`src/rtl/game_flow_controller.sv`:
```
// Frogger game-flow controller: start/run/death-freeze/level-up/game-over sequencing
// with lives and level bookkeeping. Every output is a register.
module game_flow_controller #(
  parameter int NUM_LIVES           = 3,
  parameter int MAX_LEVEL           = 9,
  parameter int DEATH_FREEZE_CYCLES = 25000000,
  parameter int LEVEL_PAUSE_CYCLES  = 12500000,
  parameter int LIVES_WIDTH         = 4,
  parameter int LEVEL_WIDTH         = 4
) (
  input  logic                   i_Clk,
  input  logic                   i_Reset,
  input  logic                   i_Start,
  input  logic                   i_Has_Collided,
  input  logic                   i_Reached_Goal,
  output logic                   o_Game_Active,
  output logic                   o_Freeze,
  output logic                   o_Frog_Reset,
  output logic                   o_Level_Up,
  output logic                   o_Game_Over,
  output logic [LEVEL_WIDTH-1:0] o_Level,
  output logic [LIVES_WIDTH-1:0] o_Lives,
  output logic [2:0]             o_State
);

  typedef enum logic [2:0] {
    S_IDLE      = 3'd0,
    S_RUNNING   = 3'd1,
    S_DYING     = 3'd2,
    S_LEVEL_UP  = 3'd3,
    S_GAME_OVER = 3'd4
  } state_t;

  localparam int MAX_CYC = (DEATH_FREEZE_CYCLES > LEVEL_PAUSE_CYCLES) ?
                           DEATH_FREEZE_CYCLES : LEVEL_PAUSE_CYCLES;
  localparam int TIMER_W = (MAX_CYC > 1) ? $clog2(MAX_CYC) : 1;

  localparam logic [TIMER_W-1:0]     DEATH_LOAD = TIMER_W'(DEATH_FREEZE_CYCLES - 1);
  localparam logic [TIMER_W-1:0]     PAUSE_LOAD = TIMER_W'(LEVEL_PAUSE_CYCLES - 1);
  localparam logic [TIMER_W-1:0]     TIMER_ONE  = TIMER_W'(1);
  localparam logic [LIVES_WIDTH-1:0] LIVES_INIT = LIVES_WIDTH'(NUM_LIVES);
  localparam logic [LIVES_WIDTH-1:0] LIVES_ONE  = LIVES_WIDTH'(1);
  localparam logic [LEVEL_WIDTH-1:0] LEVEL_TOP  = LEVEL_WIDTH'(MAX_LEVEL);
  localparam logic [LEVEL_WIDTH-1:0] LEVEL_ONE  = LEVEL_WIDTH'(1);

  state_t                 state_q, state_d;
  logic [LIVES_WIDTH-1:0] lives_q, lives_d;
  logic [LEVEL_WIDTH-1:0] level_q, level_d;
  logic [TIMER_W-1:0]     timer_q, timer_d;
  logic                   start_prev_q;
  logic                   start_evt;
  logic                   frog_reset_d;
  logic                   level_up_d;

  assign start_evt = i_Start & ~start_prev_q;

  always_comb begin
    state_d      = state_q;
    lives_d      = lives_q;
    level_d      = level_q;
    timer_d      = timer_q;
    frog_reset_d = 1'b0;
    level_up_d   = 1'b0;
    case (state_q)
      S_IDLE, S_GAME_OVER: begin
        if (start_evt) begin
          state_d      = S_RUNNING;
          lives_d      = LIVES_INIT;
          level_d      = '0;
          frog_reset_d = 1'b1;
        end
      end
      S_RUNNING: begin
        // collision outranks the goal when both arrive together
        if (i_Has_Collided) begin
          if (lives_q > LIVES_ONE) begin
            lives_d = lives_q - LIVES_ONE;
            timer_d = DEATH_LOAD;
            state_d = S_DYING;
          end else begin
            lives_d = '0;
            state_d = S_GAME_OVER;
          end
        end else if (i_Reached_Goal) begin
          timer_d = PAUSE_LOAD;
          state_d = S_LEVEL_UP;
          if (level_q < LEVEL_TOP) begin
            level_d    = level_q + LEVEL_ONE;
            level_up_d = 1'b1;
          end
        end
      end
      S_DYING, S_LEVEL_UP: begin
        if (timer_q == '0) begin
          state_d      = S_RUNNING;
          frog_reset_d = 1'b1;
        end else begin
          timer_d = timer_q - TIMER_ONE;
        end
      end
      default: state_d = S_IDLE;
    endcase
  end

  always_ff @(posedge i_Clk) begin
    if (i_Reset) begin
      state_q       <= S_IDLE;
      lives_q       <= LIVES_INIT;
      level_q       <= '0;
      timer_q       <= '0;
      start_prev_q  <= 1'b1;
      o_Game_Active <= 1'b0;
      o_Freeze      <= 1'b0;
      o_Frog_Reset  <= 1'b0;
      o_Level_Up    <= 1'b0;
      o_Game_Over   <= 1'b0;
    end else begin
      state_q       <= state_d;
      lives_q       <= lives_d;
      level_q       <= level_d;
      timer_q       <= timer_d;
      start_prev_q  <= i_Start;
      o_Game_Active <= (state_d == S_RUNNING);
      o_Freeze      <= (state_d inside {S_DYING, S_LEVEL_UP, S_GAME_OVER});
      o_Frog_Reset  <= frog_reset_d;
      o_Level_Up    <= level_up_d;
      o_Game_Over   <= (state_d == S_GAME_OVER);
    end
  end

  assign o_State = state_q;
  assign o_Lives = lives_q;
  assign o_Level = level_q;

endmodule

```
`config.mk`:
```
export PLATFORM = sky130hd
export DESIGN_NAME = game_flow_controller
export DESIGN_NICKNAME = d
export VERILOG_FILES = /design/src/rtl/game_flow_controller.sv
export SDC_FILE = /design/constraint.sdc
export NUM_CORES = 1
export LEC_CHECK = 0
export CAP_MARGIN = 20
export CELL_PAD_IN_SITES_DETAIL_PLACEMENT = 1
export CELL_PAD_IN_SITES_GLOBAL_PLACEMENT = 1
export CORE_ASPECT_RATIO = 0.75
export CORE_MARGIN = 4
export CORE_UTILIZATION = 40
export CTS_BUF_LIST = sky130_fd_sc_hd__clkbuf_8
export DETAILED_ROUTE_END_ITERATION = 8
export HOLD_SLACK_MARGIN = 0.15
export PLACE_DENSITY_LB_ADDON = 0.1
export SLEW_MARGIN = 30
export SYNTH_ARGS = -nofsm -noshare
export SYNTH_HDL_FRONTEND = slang
export SYNTH_SLANG_ARGS = --single-unit
```
`constraint.sdc`:
```
create_clock -name i_Clk -period 2 [get_ports i_Clk]
set_clock_uncertainty 0.05 [all_clocks]
set_input_delay 0.4 -clock i_Clk [delete_from_list [all_inputs] [get_ports i_Clk]]
set_output_delay 0.4 -clock i_Clk [all_outputs]
set_load 0.05 [all_outputs]
```
---- After elaboration in Yosys (flattened, before gate mapping) ----
Cells that the tools add are included.
Widths: inputs -> output; s select.
word-level totals
  logic and storage cells ................. 70
  register bits ........................... 42
operators by class
  order comparisons ....................... 2
  add/sub/neg operators ................... 3
  equality and inequality tests ........... 16
  reduce and logical (&&, ||, !) cells .... 11
  multiplexer cells ....................... 24
  bitwise gates (word level) .............. 4
operator list
  kind                   count
  $mux 25                4
  $pmux 25 s2            1
  $mux 4                 7
  $logic_not 25->1       1
  $sub 25x1->25 const B  1
  $pmux 4 s2             2
  $mux 3                 5
  $eq 3x2->1 const B     4
  $ne 2x2->1 const B     6
  $pmux 3 s3             1
  $eq 3x1->1 const B     2
  $eq 3x3->1 const B     2
  $ne 3x3->1 const B     2
  $reduce_and 5->1       1
  $add 4x1->4 const B    1
  $gt 4x1->1 const B     1
  $lt 4x4->1 const B     1
  $reduce_and 4->1       1
  $reduce_bool 2->1      2
  $reduce_or 2->1        2
  $reduce_or 4->1        1
  $sub 4x1->4 const B    1
  $logic_not 3->1        1
  $mux 1                 3
  5 further kinds        7

---- Depth between registers and ports, before layout ----
  depth in word-level cells ............... 6
  mapped depth ............................ 10
  mapped depth without buffers ............ 8

---- Worst setup path before layout ----
No wires, ideal clock.
  kind .................................... register to register
  from .................................... register state_q[1], in the netlist o_State[1]
  to ...................................... register timer_q[11]
  cell stages (with the launch flop) ...... 10
  data arrival time ....................... 2077 ps
  slack ................................... -197 ps
  path buffers ............................ 4
  path through ............................ dfxtp_1 -> clkbuf_1 -> nor2b_1 -> clkbuf_1 -> o31a_1 -> buf_6 -> buf_6 -> nand3_1 -> xor2_1 -> a21oi_1
between the ends
  word-level cells in the longest chain between the ends .. 4
  elaborated cells between the ends (all ways) .. 10
RTL lines
  item                                                              RTL line  text
  start: declaration                                                46        state_t state_q, state_d;
  start signal: assignment                                          118       state_q <= state_d;
  $eq 3x2->1                                                        64        case (state_q)
  $reduce_or 2->1                                                   64
  $ne 2x2->1 (no line) / $reduce_bool 2->1 (equally long branches)  n/a
  $reduce_and 4->1 (no line)                                        n/a
  end signal: assignment                                            121       timer_q <= timer_d;
  end: declaration                                                  49        logic [TIMER_W-1:0] timer_q, timer_d;
Parallel ways exist; a longest one is shown, timed or not.
A chain may end at the register's enable or synchronous reset.

---- Worst setup path after layout ----
  from .................................... register timer_q[0]
  to ...................................... register timer_q[12]
between the ends
  word-level cells in the longest chain between the ends .. 3
  elaborated cells between the ends (all ways) .. 6
RTL lines
  item                                                      RTL line
  $sub 25x1->25 / $logic_not 25->1 (equally long branches)  98, 94
  $mux 25 / $ne 2x2->1 (equally long branches)              n/a
  $pmux 25 s2 / $reduce_and 4->1 (equally long branches)    n/a
Parallel ways exist; a longest one is shown, timed or not. The select of a mux whose other input is x is not followed.

==> metrics.cfg <==
[power_and_ir_drop]
ir_drop_mv=0.565
powerDensity_nw_per_um2=1030
p_leak_nw=1.24
finalPower_w=0.00322

[sta]
worst_pin_slew_ps=563
fmax_mhz=451
slew_violations=0
fin_crit_ps=2220
post-route-period-util_pct=111
slew_headroom_pct=62.5
setup_violations=28
hold_viol_final=0
tns_ps=-3630
rsz0062_at_grt=true
timing.final.ws_setup_ps=-218

[setup_path]
setup.worst_path.class=flop to flop
crit_buf_inv=3
max_stage_delay_ps=330
crit_arrival_ps=2350
critPathRequiredTime_ps=2130
crit_slowest_cell=dfxtp_2
critPathCaptureType=flop
startpoint_type=flop
crit_chain=inv_2, ha_4, nor4b_4, nand4_1, buf_4, o31a_1, buf_6, o21ai_1, xor2_1, a21oi_1
worstPathMaxFanout=8
cp_top_family=compound AO/OA/AOI/OAI gates

[layout]
layout-drive-gt1-share_pct=39.7
final_nets=344
fillers=591
diodes=0
final_cells=407
layout_commonest_cell=buf_4
mostFrequentLayoutCells=62 x buf_4, 34 x dfxtp_1, 27 x nor2_1
postLayoutCellArea_um2=3110
syn_to_final_growth_pct=47.6

[clocking]
cts_root_buf=clkbuf_8
cts_hold_buf=0
clock_latency_ps=300
htreeDepth=2
clock-sinks=42
numCtsBuffers=5
cts_tree=built
ctsLongestPathBuffers=2
path_clk_slew_ps=80

[outcome]
status=finished with violations
violations=setup timing

[yosys]
netlist_instances=257
yosysTopAreaCellShare_pct=39.9
ys_types=48
synth.area.top_cells=dfxtp_1 40%, a21oi_1 5.7%, xor2_1 5.4%, nor2_1 5.3%, o21ai_0 4.3%
syn_nets=267
ys_ff_latch=42
synth_area_leader_cell=dfxtp_1
avgSynthCellArea_um2=8.20
netlist_area_um2=2110
synth_warnings=0
synth-seq-area-share_pct=39.9

[global_routing]
antenna_found_initial=0
grt_pass1_vias=2219
track_usage_pct=21.6
grt_pass1_wl_mm=11.1
grt.overflow.total=0
grt_start_max_net_pins=33

[place]
portBuffers=20
dp_cells=384
dpl.hpwl_mm=4.76
gp_congestion=0.786
place_area_um2=2690
post-place-ws_ps=-284

[floorplanning]
die-area_um2=6500
io_pins=21
initial_core_util_pct=42.3
dieHeight_um=70.9
fp.dieW_um=91.8
core_area_um2=4980
rows=22

[run]
max_cap_violations=0

[drt]
final_antenna_net_count=0
wirelength_mm=7.74
routedWlPerCell_um=19.0
drc=0
drt-pass1-iter-count=4
via_count=2269
drt_iter0_drc=108
viasPerCell=5.57

[min_path]
hp-class=flop to flop

## cell usage after synthesis, drive strengths merged
library cell  instances
or3b                  1
nor4b                 1
a21boi                1
nand4                 2
nand4b                1
a22oi                 1
buf                   2
clkbuf                9
a211o                 1
o31ai                 2
a21oi                24
nand3                 6
nor2b                 5
nor3                 14
nand2                19
o22a                  1
o21bai                1
or3                   2
a211oi                2
xnor2                 3
o21ai                21
a221oi                1
dfxtp                42
and2                  2
nor2                 31
o22ai                 1
xor2                 13
o2111ai               1
a21o                  1
o211a                 1
or2                   4
nor4                  6
o211ai                5
nand2b                5
a31oi                 2
ha                    5
or4                   5
a41oi                 1
o31a                  1
inv                  10
mux2i                 1
## cell families after synthesis
family / Yosys count / synth area share, %
XOR/XNOR: 16 / 6.65
AO/OA/AOI/OAI: 68 / 19.2
adder cells (fa/ha/maj): 5 / 2.97
multiplexers: 1 / 0.475
flip-flops: 42 / 39.9
AND/OR/NAND/NOR: 104 / 26.4
buffers and inverters: 21 / 4.45
## routing by layer
layer | vias up | routed length, um | GRT usage, %
met2 | 58 | 3700 | 35.5
met1 | 1124 | 3590 | 29.3
met3 | 17 | 296 | 4.14
li1 | 1070 | - | -
met5 | - | 0 | 0
met4 | 0 | 146 | 5.11
## worst paths after layout
path,startpoint,endpoint,slack [ps],depth (start not counted)
setup / recovery,timer_q[0],timer_q[12],-220,10
hold / removal,o_Lives[1],o_Lives[1],460,2
setup reg to reg,timer_q[0],timer_q[12],-220,10
hold reg to reg,o_Lives[1],o_Lives[1],460,2
## layout make-up
class                   count  area (um^2)  share of cell area (%)
clock inverters             2         8.76                   0.282
well taps                  72         90.1                    2.90
inverters                  10         37.5                    1.21
clock buffers               6         82.6                    2.66
repair buffers             81          669                    21.5
flip-flops and latches     42          851                    27.4
multi-input cells         194         1370                    44.1
## report_power, final
part	internal (W)	total [W]	leakage (nW)	switching (W)
combinational	0.000812	0.00164	0.849	0.000831
sequential	0.000912	0.000993	0.343	0.0000810
clock	0.000274	0.000579	0.0524	0.000305
total	0.00200	0.00322	1.24	0.00122
## through the flow
| stage | utilization [%] | hold WS [ps] |
|---|---|---|
| 2_1_floorplan | - | 412 |
| 3_3_place_gp | 53.9 | 431 |
| 3_5_place_dp | 53.9 | 438 |
| 4_1_cts | 58.3 | 460 |
| 5_1_grt | 62.4 | 495 |
| 6_report | 62.4 | 455 |
## sequential cells by signal, summed over array words and instances, names as in the netlist
| signal | cells |
|---|---|
| timer_q | 25 |
| o_Level | 4 |
| o_Lives | 4 |
| o_State | 3 |
| o_Freeze | 1 |
| o_Frog_Reset | 1 |
| o_Game_Active | 1 |
| o_Game_Over | 1 |
| o_Level_Up | 1 |
| start_prev_q | 1 |
## repair_timing
action,4_1_cts,5_1_grt
resized for setup,35,30
endpoints found under the setup margin,28,28
gates cloned,1,0
setup buffers,4,10
pin swaps,28,20
## worst register-to-register path: cells and delay by family, from the launching register on
family | cells | cell delay, ps
and+or+nand+nor | 2 | 370
xor gates and xnor gates | 1 | 190
buffers and inverters | 3 | 440
adders and majority gates | 1 | 130
AOI/OAI and AO/OA | 3 | 590
DFF | 1 | 330
No activity file was read; power rests on OpenSTA's default activity.
